**src/rtl/led_cnt_multi.sv**
```systemverilog
// led_cnt_multi: multi-channel, run-time programmable LED blink/PWM/one-shot driver.
//
// Every channel owns a period counter whose limit comes from a constant table indexed
// by its divider (no run-time divide), an 8-bit PWM counter, and its own div/mode/duty
// registers loaded by a one-cycle write strobe.
//
// Ports:
//   clk100  in   1         fabric clock, rising edge
//   rst     in   1         asynchronous active-high reset
//   sync_i  in   1         (only with LED_CNT_MULTI_SYNC_EN) phase-align all running channels
//   wren_i  in   NUM_CH    per-channel config load strobe
//   div_i   in   5*NUM_CH  channel n divider in [5n+4:5n]
//   mode_i  in   2*NUM_CH  channel n mode: 0 off, 1 blink, 2 pwm, 3 one-shot
//   duty_i  in   8*NUM_CH  channel n PWM duty
//   led_o   out  NUM_CH    LED drive, registered
//   tick_o  out  NUM_CH    one-cycle pulse on each period wrap, registered
//
// Optional feature macro: LED_CNT_MULTI_SYNC_EN adds sync_i.

module led_cnt_multi #(
    parameter int unsigned NUM_CH   = 4,
    parameter int unsigned CLK_HZ   = 100000000,
    parameter int unsigned DIV_MAX  = 20,
    parameter int unsigned RST_DIV  = 1,
    parameter int unsigned RST_MODE = 1
) (
    input  logic                  clk100,
    input  logic                  rst,
`ifdef LED_CNT_MULTI_SYNC_EN
    input  logic                  sync_i,
`endif
    input  logic [NUM_CH-1:0]     wren_i,
    input  logic [5*NUM_CH-1:0]   div_i,
    input  logic [2*NUM_CH-1:0]   mode_i,
    input  logic [8*NUM_CH-1:0]   duty_i,
    output logic [NUM_CH-1:0]     led_o,
    output logic [NUM_CH-1:0]     tick_o
);

    localparam int unsigned CW = (CLK_HZ > 2) ? $clog2(CLK_HZ) : 1;

    typedef enum logic [1:0] {
        ModeOff   = 2'd0,
        ModeBlink = 2'd1,
        ModePwm   = 2'd2,
        ModeShot  = 2'd3
    } mode_e;

    // Period limit (half-period minus one) for every 5-bit divider code.
    function automatic logic [32*CW-1:0] build_limit_tbl();
        logic [32*CW-1:0] tbl;
        int unsigned      q;
        tbl = '0;
        for (int unsigned d = 0; d < 32; d++) begin
            if (d == 0 || d > DIV_MAX) begin
                q = CLK_HZ;
            end else begin
                q = CLK_HZ / d;
            end
            // A divider larger than CLK_HZ would give a zero-length period; clamp to 1.
            if (q == 0) begin
                q = 1;
            end
            tbl[d*CW +: CW] = CW'(q - 1);
        end
        return tbl;
    endfunction

    localparam logic [32*CW-1:0] LIMIT_TBL = build_limit_tbl();

    logic w_sync;
`ifdef LED_CNT_MULTI_SYNC_EN
    assign w_sync = sync_i;
`else
    assign w_sync = 1'b0;
`endif

    for (genvar n = 0; n < NUM_CH; n++) begin : g_ch
        logic [CW-1:0] r_cnt;
        logic [7:0]    r_pwm;
        logic          r_led;
        logic          r_tick;
        logic          r_armed;
        logic [4:0]    r_div;
        mode_e         r_mode;
        logic [7:0]    r_duty;

        logic [CW-1:0] w_cnt_nxt;
        logic [7:0]    w_pwm_nxt;
        logic          w_led_nxt;
        logic          w_tick_nxt;
        logic          w_armed_nxt;
        logic [4:0]    w_div_nxt;
        mode_e         w_mode_nxt;
        logic [7:0]    w_duty_nxt;
        logic [CW-1:0] w_max;
        logic          w_wrap;

        assign w_max  = LIMIT_TBL[32'(r_div) * CW +: CW];
        assign w_wrap = (r_cnt == w_max);

        always_comb begin
            w_cnt_nxt   = r_cnt;
            w_pwm_nxt   = r_pwm;
            w_led_nxt   = r_led;
            w_tick_nxt  = 1'b0;
            w_armed_nxt = r_armed;
            w_div_nxt   = r_div;
            w_mode_nxt  = r_mode;
            w_duty_nxt  = r_duty;

            if (wren_i[n]) begin
                // A write restarts the channel; it never counts as a wrap.
                w_div_nxt   = div_i[5*n +: 5];
                w_mode_nxt  = mode_e'(mode_i[2*n +: 2]);
                w_duty_nxt  = duty_i[8*n +: 8];
                w_cnt_nxt   = '0;
                w_pwm_nxt   = '0;
                w_armed_nxt = (w_mode_nxt == ModeShot);
                unique case (w_mode_nxt)
                    ModeOff:   w_led_nxt = 1'b0;
                    ModeBlink: w_led_nxt = 1'b1;
                    ModePwm:   w_led_nxt = (w_duty_nxt != 8'd0);
                    ModeShot:  w_led_nxt = 1'b1;
                endcase
            end else if (w_sync && r_mode != ModeOff) begin
                w_cnt_nxt = '0;
                w_pwm_nxt = '0;
                if (r_mode == ModeBlink) begin
                    w_led_nxt = 1'b1;
                end else if (r_mode == ModePwm) begin
                    w_led_nxt = (r_duty != 8'd0);
                end
            end else begin
                unique case (r_mode)
                    ModeOff: begin
                        w_cnt_nxt = '0;
                        w_pwm_nxt = '0;
                        w_led_nxt = 1'b0;
                    end
                    ModeBlink: begin
                        if (w_wrap) begin
                            w_cnt_nxt  = '0;
                            w_tick_nxt = 1'b1;
                            w_led_nxt  = ~r_led;
                        end else begin
                            w_cnt_nxt = r_cnt + CW'(1);
                        end
                    end
                    ModePwm: begin
                        if (w_wrap) begin
                            w_cnt_nxt  = '0;
                            w_tick_nxt = 1'b1;
                        end else begin
                            w_cnt_nxt = r_cnt + CW'(1);
                        end
                        w_pwm_nxt = r_pwm + 8'd1;
                        w_led_nxt = (w_pwm_nxt < r_duty);
                    end
                    ModeShot: begin
                        if (r_armed) begin
                            if (w_wrap) begin
                                w_cnt_nxt   = '0;
                                w_tick_nxt  = 1'b1;
                                w_led_nxt   = 1'b0;
                                w_armed_nxt = 1'b0;
                            end else begin
                                w_cnt_nxt = r_cnt + CW'(1);
                            end
                        end else begin
                            // Spent pulse: hold until the next write re-triggers it.
                            w_cnt_nxt = '0;
                            w_led_nxt = 1'b0;
                        end
                    end
                endcase
            end
        end

        always_ff @(posedge clk100 or posedge rst) begin
            if (rst) begin
                r_cnt   <= '0;
                r_pwm   <= '0;
                r_led   <= 1'b0;
                r_tick  <= 1'b0;
                r_armed <= 1'b0;
                r_div   <= RST_DIV[4:0];
                r_mode  <= mode_e'(RST_MODE[1:0]);
                r_duty  <= '0;
            end else begin
                r_cnt   <= w_cnt_nxt;
                r_pwm   <= w_pwm_nxt;
                r_led   <= w_led_nxt;
                r_tick  <= w_tick_nxt;
                r_armed <= w_armed_nxt;
                r_div   <= w_div_nxt;
                r_mode  <= w_mode_nxt;
                r_duty  <= w_duty_nxt;
            end
        end

        assign led_o[n]  = r_led;
        assign tick_o[n] = r_tick;
    end

endmodule
```
**config.mk**
```make
export PLATFORM = sky130hd
export DESIGN_NAME = led_cnt_multi
export DESIGN_NICKNAME = d
export VERILOG_FILES = /design/src/rtl/led_cnt_multi.sv
export SDC_FILE = /design/constraint.sdc
export NUM_CORES = 1
export LEC_CHECK = 0
export ABC_AREA = 1
export BUFFER_PORTS_ARGS = -buffer_cell sky130_fd_sc_hd__buf_2
export CAP_MARGIN = 20
export CORE_AREA = 8 8 212 214
export DETAILED_ROUTE_END_ITERATION = 10
export DIE_AREA = 0 0 220 222
export PLACE_DENSITY = 0.63
export SKIP_CTS_REPAIR_TIMING = 1
export SYNTH_ARGS = -nofsm -noshare
export SYNTH_HDL_FRONTEND = slang
export SYNTH_SLANG_ARGS = --single-unit
export TNS_END_PERCENT = 100
```
**constraint.sdc**
```tcl
create_clock -name clk100 -period 15.8 [get_ports clk100]
set_input_delay 0.79 -clock clk100 [delete_from_list [all_inputs] [get_ports clk100]]
set_output_delay 0.79 -clock clk100 [all_outputs]
set_load 0.05 [all_outputs]
```
==> results of run 1 <==
[report_power, final]
part	switching, uW	total, uW	leakage [uW]	internal, uW
combinational	225	325	0.00547	99.6
clock	247	663	0.000478	417
sequential	31.4	594	0.00282	563
[state kept, by name, indices dropped and copies added (netlist names)]
signal / flops
g_ch.r_mode: 8
g_ch.r_tick: 4
g_ch.r_div: 20
g_ch.r_cnt: 108
g_ch.r_duty: 32
g_ch.r_led: 4
g_ch.r_pwm: 32
g_ch.r_armed: 4
[cells by family after synthesis]
logic type	synth area share (%)
compound gates	9.03
buf+inv	9.49
fa+ha+maj	6.43
xor+xnor	6.00
flops	32.5
simple gates	36.6
[cells in the mapped netlist (6+ instances only)]
cell         n  area [sq um]
nand4_1     57           357
or2_2       12          75.1
nor2_2       6          37.5
xor2_1      97           850
buf_2       26           130
a21oi_1     50           250
buf_4       14           105
o22ai_1     18           113
nor3_1      64           320
nor4_1       9          56.3
inv_1      308          1160
a31oi_1      7          43.8
xnor2_1     15           131
dfrtp_1    204          5100
ha_1        84          1050
o2111ai_1    6          52.6
nand2_1    673          2530
nand3_1    267          1340
nand3b_1    14           105
inv_2        7          26.3
clkbuf_1    22          82.6
o211ai_1    24           180
dfstp_2      8           210
nand2_2      6          37.5
nor2_1     271          1020
o21ai_0    152           761
[per-stage QoR]
stage	total power, uW	cells	utilization, %	instance area (sq um)
3_3_place_gp	924	2999	41.1	17100
2_1_floorplan	837	2453	-	16400
6_report	1580	3049	43.5	18000
4_1_cts	1600	3047	43.4	18000
5_1_grt	1670	3048	43.5	18000
3_5_place_dp	924	2999	41.1	17100
[cell type report]
| class | count | area share (%) |
|---|---|---|
| Tap cell | 539 | 3.74 |
| Clock inverter | 9 | 0.908 |
| Clock buffer | 39 | 4.44 |
| Multi-Input combinational cell | 1856 | 52.6 |
| Timing Repair Buffer | 75 | 2.22 |
| Inverter | 318 | 6.66 |
| Sequential cell | 212 | 29.5 |
| Antenna cell | 1 | 0.0139 |
[metal layers]
| metal | up-vias | GRT usage, % |
|---|---|---|
| met5 | - | 0 |
| met4 | 0 | 5.45 |
| met3 | 83 | 2.35 |
| met2 | 481 | 30.4 |
| met1 | 7426 | 26.5 |
| li1 | 8021 | - |
[worst register-to-register path, stage by stage (launching register included)]
cell and delay [ns]:
dfrtp_1 0.86, inv_2 0.39, nand2_1 0.18, nand2_1 0.08, o21ai_0 0.50, nand3_1 0.13
nand2_1 0.18, nand2_1 0.07, nor2_1 0.11, nand2_1 0.06, nor2_1 0.12, nand2_2 0.23
nand2_2 0.27, or2_1 0.13, inv_1 0.03
[path summary, 6_finish.rpt]
check / start / end / slack (ns) / cells past startpoint
setup reg to reg: g_ch[0].r_div[2] / g_ch[0].r_cnt[17] / 12.36 / 14
setup / recovery: g_ch[0].r_div[2] / g_ch[0].r_cnt[17] / 12.36 / 14
hold reg to reg: g_ch[2].r_duty[0] / g_ch[2].r_duty[0] / 0.47 / 2
hold / removal: rst / g_ch[3].r_div[3] / 0.38 / 2
min in group clk100: div_i[19] / g_ch[3].r_div[4] / 0.44 / 3
max in group asynchronous: rst / g_ch[1].r_div[0] / 14.13 / 4
==> summary by stage, run 1 <==
Finish
Leaving out fill and tap cells, the most frequent cell in the layout is nand2_1. In the final layout, the share of cells above drive strength 1 is 6.58%. The signed area change from the synthesized netlist to the final layout is 10.3%. The top cell types in the final layout, fill and taps aside, are nand2_1, inv_1, nor2_1, nand3_1, dfrtp_1. The storage element area is 0.00532 sq mm. After the last flow step, the layout net total stands at 2640. After filler insertion, the fill cell instance count of the layout stands at 4295. The total area of multi-input combinational cells is 0.00949 sq mm.

Placement
At the placement stage, the worst setup path has a slack of 12.42 ns. The final weighted congestion in routability-driven placement is 0.944. The detailed placer's ending HPWL is 35900 um.

Port buffering added 73 buffers.

Global route
The total overflow left after global routing is 0. The pin count of the biggest net entering global routing is 138. Across every metal layer, demand over resource in global routing totals 19.0%. The via count of the first global-routing pass is 15400.

The first global-routing pass estimated 78300 um of wire. The number of antenna violations at the first check in global routing is 1.

Timing
For the pin with the worst max-slew slack, the measured transition is 0.978 ns. The clock skew after layout is 0.0157 ns. The share of the clock period used by the worst path is 21.8%. Timing would allow up to 0.291 GHz.

Measured against its own limit, the worst slew margin works out to 34.8%. The final setup slack of the worst path is 12.36 ns. The hold violation total from the final report is 0. Setup repair after global routing left no endpoint under its margin. Subtracting the final worst setup slack from the clock period gives 3.44 ns. The number of setup violations in the final report is 0. The final max-slew violation count is 0. For the final routed database, the setup TNS stands at 0 ns. The minimum hold slack is 0.379 ns.

Setup path
Counting both buffers and inverters, the worst setup path holds a total of 2. The cell seen most often among critical-path stages is nand2_1. The worst setup path is captured at a flip-flop. The signal on the critical path passes through inv_2 -> nand2_1 -> nand2_1 -> o21ai_0 -> nand3_1 -> nand2_1 -> nand2_1 -> nor2_1 -> nand2_1 -> nor2_1 -> nand2_2 -> nand2_2 -> or2_1 -> inv_1. The slowest stage of the critical path is the dfrtp_1 cell.

The data arrival time at the worst-slack endpoint is 3.89 ns. The sort of element at the start of the critical path is a flip-flop. The peak fanout along the critical path is 25. The data required time at the worst endpoint is 16.25 ns. Among cell families on the critical path, the largest total delay comes from simple AND/OR/NAND/NOR gates.

The setup path with the least slack is of type flip-flop to flip-flop. The delay of the slowest critical-path stage is 0.86 ns.

Routing
The overall via count from detail_route is 16000. The first-iteration detailed-routing DRC count is 1614. After detailed routing, the met3 layer carries 2690 um of wire. In this run the remaining antenna-violating nets after routing total 0. After detailed routing, the average wire length per cell comes to 15.3 um. For this run, the detailed router's first-pass iteration total came to 7. The met1 wire length is 21600 um.

For this run, design rule violations remaining after detail routing come to 0. The detailed-route vias per instance is 5.25. The met2 wirelength from detailed routing is 21300 um. The routed design has 46700 um of wire. In this run the top signal layer used is met4.

Clock tree
The TritonCTS clock tree is built. The clock passes through at most 3 buffers. The clock sink total is 212.

The clock-pin slew on the worst setup and hold paths is 0.06 ns. The number of H-tree branching levels is 1. The later pin in the worst-skew pair is clocked with a latency of 0.56 ns. The cell at the root of the clock tree is clkbuf_16. In this run, CTS created clock tree buffers numbering 27.

Die
The initial utilization of the core area, before any placement, comes to 39.4%. The total area inside the core boundary comes to 0.0415 sq mm. The horizontal die dimension is 220 um. The floorplan row count is 75. In this run the count of I/O pins placed on the die edge is 74. The full die area is 0.0488 sq mm.

The die height is 222 um.

Logic synthesis
After synthesis, the share of flip-flops with an asynchronous set or reset is 100%. After synthesis, flip-flops and latches occupy 32.5% of the total area. In the synthesized netlist the dominant register cell turns out to be dfrtp_1. Counting flops with a built-in enable in the synthesized netlist gives 0. The post-synthesis register bit count is 212. The average instance in the mapped netlist occupies 6.67 sq um.

The number of standard cells after synthesis is 2453. When the netlist entered floorplanning its net count stood at 2603. The summed instance area of the synthesized netlist is 0.0164 sq mm.

The post-synthesis cell type count is 45. The Yosys step of the flow raised 0 warnings.

Worst hold path
The min-delay analysis places its worst path in the category input pin to asynchronous set/reset pin.

Flow run
The count of max-cap constraint violations is 0.

Run status
The run finished with clean final reports.

Power
Summed over all cells, the static leakage comes to 0.00877 uW. Dividing total power by cell area gives a power density of 87.7 mW/mm^2. Across the VDD grid, the largest voltage drop is 0.0000680 V.
Power figures use the tool's default switching activity.
==> run 2, diff against run 1 <==
- clock period: 15.8 -> 3.4 ns (I/O delays scaled with it)
==> run 2 against run 1 <==
  * Cell count is 3.1% higher
  * Combinational power grew to 5.1 times the previous value
  * Sequential share of layout area down 1.2 points
  * Die area did not move
  * First-iteration DRC count shrank 6.5%
  * Critical path type unchanged
  * Largest power group unchanged
==> summary by stage, run 2 (synthesized netlist as in run 1, its figures left out) <==
Routing
The total DRC errors in the routed layout was 0 (unchanged). The number of search-and-repair iterations in the first detailed-routing pass is 6 (-1). The number of routed nets with antenna violations came to 0 (unchanged). The detailed-route vias per instance came to 5.23 (-0.46%). The overall via count from detail_route came to 16400 (+2.6%). The average wire length per cell after detail routing is 15.2 um (-0.91%).

The wire length after detailed routing is 47700 um (+2.1%). The first-iteration detailed-routing DRC count was 1509 (-6.5%).

Setup path
The worst setup path is launched from a flip-flop. The data required time at the worst endpoint is 3.83 ns (-12.42 ns). The critical path ends at g_ch[0].r_cnt[17]. The worst setup path is captured at a flip-flop. The flop-to-flop setup slack came to 0.42 ns (-11.94 ns). The delay of the slowest critical-path stage was 0.58 ns (-0.28 ns). The highest-delay cell along the critical path is dfrtp_1.

The number of cell instances on the worst register-to-register path is 15 (+1). The peak fanout along the critical path is 14 (-44%). The startpoint identified for the worst register-to-register timing path is g_ch[0].r_div[1]. The type of the worst setup path is flip-flop to flip-flop.

By instance count, the cell type seen most on the critical path is nand2_1. The data arrival time at the worst-slack endpoint came to 3.41 ns (-0.48 ns). In this run the worst setup path begins at g_ch[0].r_div[1]. The reg-to-reg critical path endpoint is g_ch[0].r_cnt[17]. The critical path goes through inv_1 -> ha_1 -> nand2_1 -> nand2_1 -> o21ai_1 -> nand3_1 -> nand2_1 -> nand2_1 -> nor2_1 -> nand2_1 -> nor2_1 -> nand2_2 -> nand2_2 -> or2_1 -> inv_1.

Run status
The flow ran to the end, and the final reports show no timing, DRC or antenna violations.

Timing
The number of setup violations in the final report is 0 (unchanged). The clock skew after layout is 0.0161 ns (+0.000399 ns). The share of the clock period used by the worst path is 87.7% (+66 points).

The transition time at the pin with the least slew margin came to 0.544 ns (-0.434 ns). The hold violation total from the final report is 0 (unchanged). The final max-slew violation count is 0 (unchanged). The post-route minimum period was 2.98 ns (-0.458 ns). The relative slew slack is 63.4% (+29 points). The total negative slack for setup checks is 0 ns (unchanged). Setup repair after global routing left no endpoint under its margin.

The maximum frequency from static timing analysis is 0.335 GHz (+15%).

Die
The core area is 0.0415 sq mm (unchanged). The number of placed I/O pins came to 74 (unchanged). The horizontal die dimension is 220 um (unchanged).

The floorplan row count came to 75 (unchanged). The full die area was 0.0488 sq mm (unchanged). The initial standard-cell utilization of the core is 39.4% (unchanged).

The die height is 222 um (unchanged).

Clock tree
CTS placed an instance of clkbuf_16 at the clock tree root. The maximum clock insertion buffer count is 3 (unchanged). The number of H-tree branching levels is 1 (unchanged). The clock insertion delay at the later pin of the skew report is 0.55 ns (about the same). The number of buffers created by CTS is 28 (+3.7%).

The clock-pin slew on the worst setup and hold paths is 0.06 ns (about the same). The clock sink total was 212 (unchanged). TritonCTS built the clock tree.

Placement
The post-detailed-placement cell area is 0.0173 sq mm (+1.4%). The number of buffers added on ports is 73 (unchanged). The detailed placer's ending HPWL is 36700 um (+2.2%). The final weighted congestion in routability-driven placement came to 0.995 (+5.4%).

Power
The switching power of the nets is 2340 uW (+370%). The standby leakage power came to 0.00913 uW (+4.1%). The clock power share is 39.3% (-2.6 points). The proportion of power drawn by flip-flops and latches is 37.6% (about the same). The cell-internal power is 4870 uW (+350%). The total power divided by cell area was 384 mW/mm^2 (+340%). The combinational power share was 23.2% (+2.7 points). The switching power as a share of total power is 32.5% (+0.68 points). The maximum resistive drop on vdd is 0.000309 V (+350%).

Global route
The via count of the first global-routing pass is 15800 (+2.7%). The total grt overflow is 0 (unchanged). The overall track demand over capacity in global routing is 19.2% (+0.18 points). The first-pass GRT wire length is 79100 um (+1.1%).

The number of antenna violations at the first check in global routing is 1 (unchanged). The pin count of the biggest net entering global routing is 92 (-33%).

Finish
The number of nets in the layout came to 2730 (+3.4%). The design area is 0.0188 sq mm (+4.2%). The library cell used most frequently in the layout, excluding fill and tap cells, is nand2_1. The top register by number of flip-flops is g_ch.r_cnt. In the layout the commonest cells are nand2_1, inv_1, nor2_1, nand3_1, dfrtp_1. The largest registers in the layout are g_ch.r_cnt x108, g_ch.r_duty x32, g_ch.r_pwm x32. The fraction of final layout cells with drive strength greater than 1 is 7.42% (+0.84 points). The flip-flop count of the largest register after layout is 108 (unchanged). The signed area change from the synthesized netlist to the final layout is 15.0%. The fill cell total of the finished layout was 4320 (+0.58%).

Flow run
The count of max-cap constraint violations is 0 (unchanged).

Worst hold path
The worst hold path class is input pin to flip-flop.
-- run 2: cell count changes in the layout (fill, tap and decap cells not counted), moves of 2 or more --
cell	previous run	this run
clkinv_2	3	8
dlygate4sd3_1	0	62
clkbuf_16	27	29
buf_4	1	27
clkbuf_1	4	7
buf_12	0	2
bufinv_16	4	0
-- run 2: how the worst min path moves through the flow --
stage                     slack [ns]  startpoint                end  cells after the start
after floorplan                 0.27   mode_i[2]  g_ch[1].r_mode[0]                      2
after global placement          0.23         rst   g_ch[3].r_div[1]                      2
after detailed placement        0.23         rst   g_ch[3].r_div[4]                      2
after CTS                      -0.36         rst   g_ch[3].r_div[4]                      2
after global routing            0.06   wren_i[0]   g_ch[0].r_pwm[6]                      4
final                           0.03   wren_i[0]   g_ch[0].r_pwm[7]                      4
-- run 2: layout make-up --
class	count	area, sq um	area share (%)
timing repair buffer	164	1230	6.53
sequential	212	5320	28.3
tap	539	674	3.59
clock inverter	9	48.8	0.259
clock buffer	43	848	4.51
antenna	1	2.50	0.0133
inverter	318	1200	6.37
multi-input combinational	1856	9490	50.5
-- run 2: power groups by stage --
stage          Clock, uW  Combinational, uW  Sequential [uW]
2_1_floorplan          0               1180             2720
3_3_place_gp           0               1600             2750
3_5_place_dp           0               1590             2750
4_1_cts             2920               1600             2710
5_1_grt             3020               1880             2730
6_report            2830               1670             2710
-- run 2: per-layer routing --
layer / vias up / global-route usage (%) / wire, um
li1: 8185 / - / -
met1: 7666 / 26.2 / 22100
met2: 478 / 31.0 / 21700
met3: 94 / 2.74 / 2500
met4: 0 / 5.69 / 1400
met5: - / 0 / 0
-- run 2: through the flow --
step	util, %	std cells	setup WS [ns]	hold slack [ns]	total power [uW]
final	45.3	3142	0.418	0.0254	7220
after detailed placement	41.7	3027	0.314	0.235	4350
after global placement	41.7	3027	0.394	0.233	4350
after floorplan	-	2453	0.480	0.266	3890
after CTS	43.8	3079	0.294	-0.356	7230
after global routing	45.3	3141	0.0594	0.0618	7630
-- run 2: critical path: cells and delay by family, from the launching register on --
family                     cells  cell delay [ns]
AOI/OAI and AO/OA              1             0.32
adders and majority gates      1             0.36
DFF                            1             0.58
buffers and inverters          2             0.27
and+or+nand+nor               11             1.35
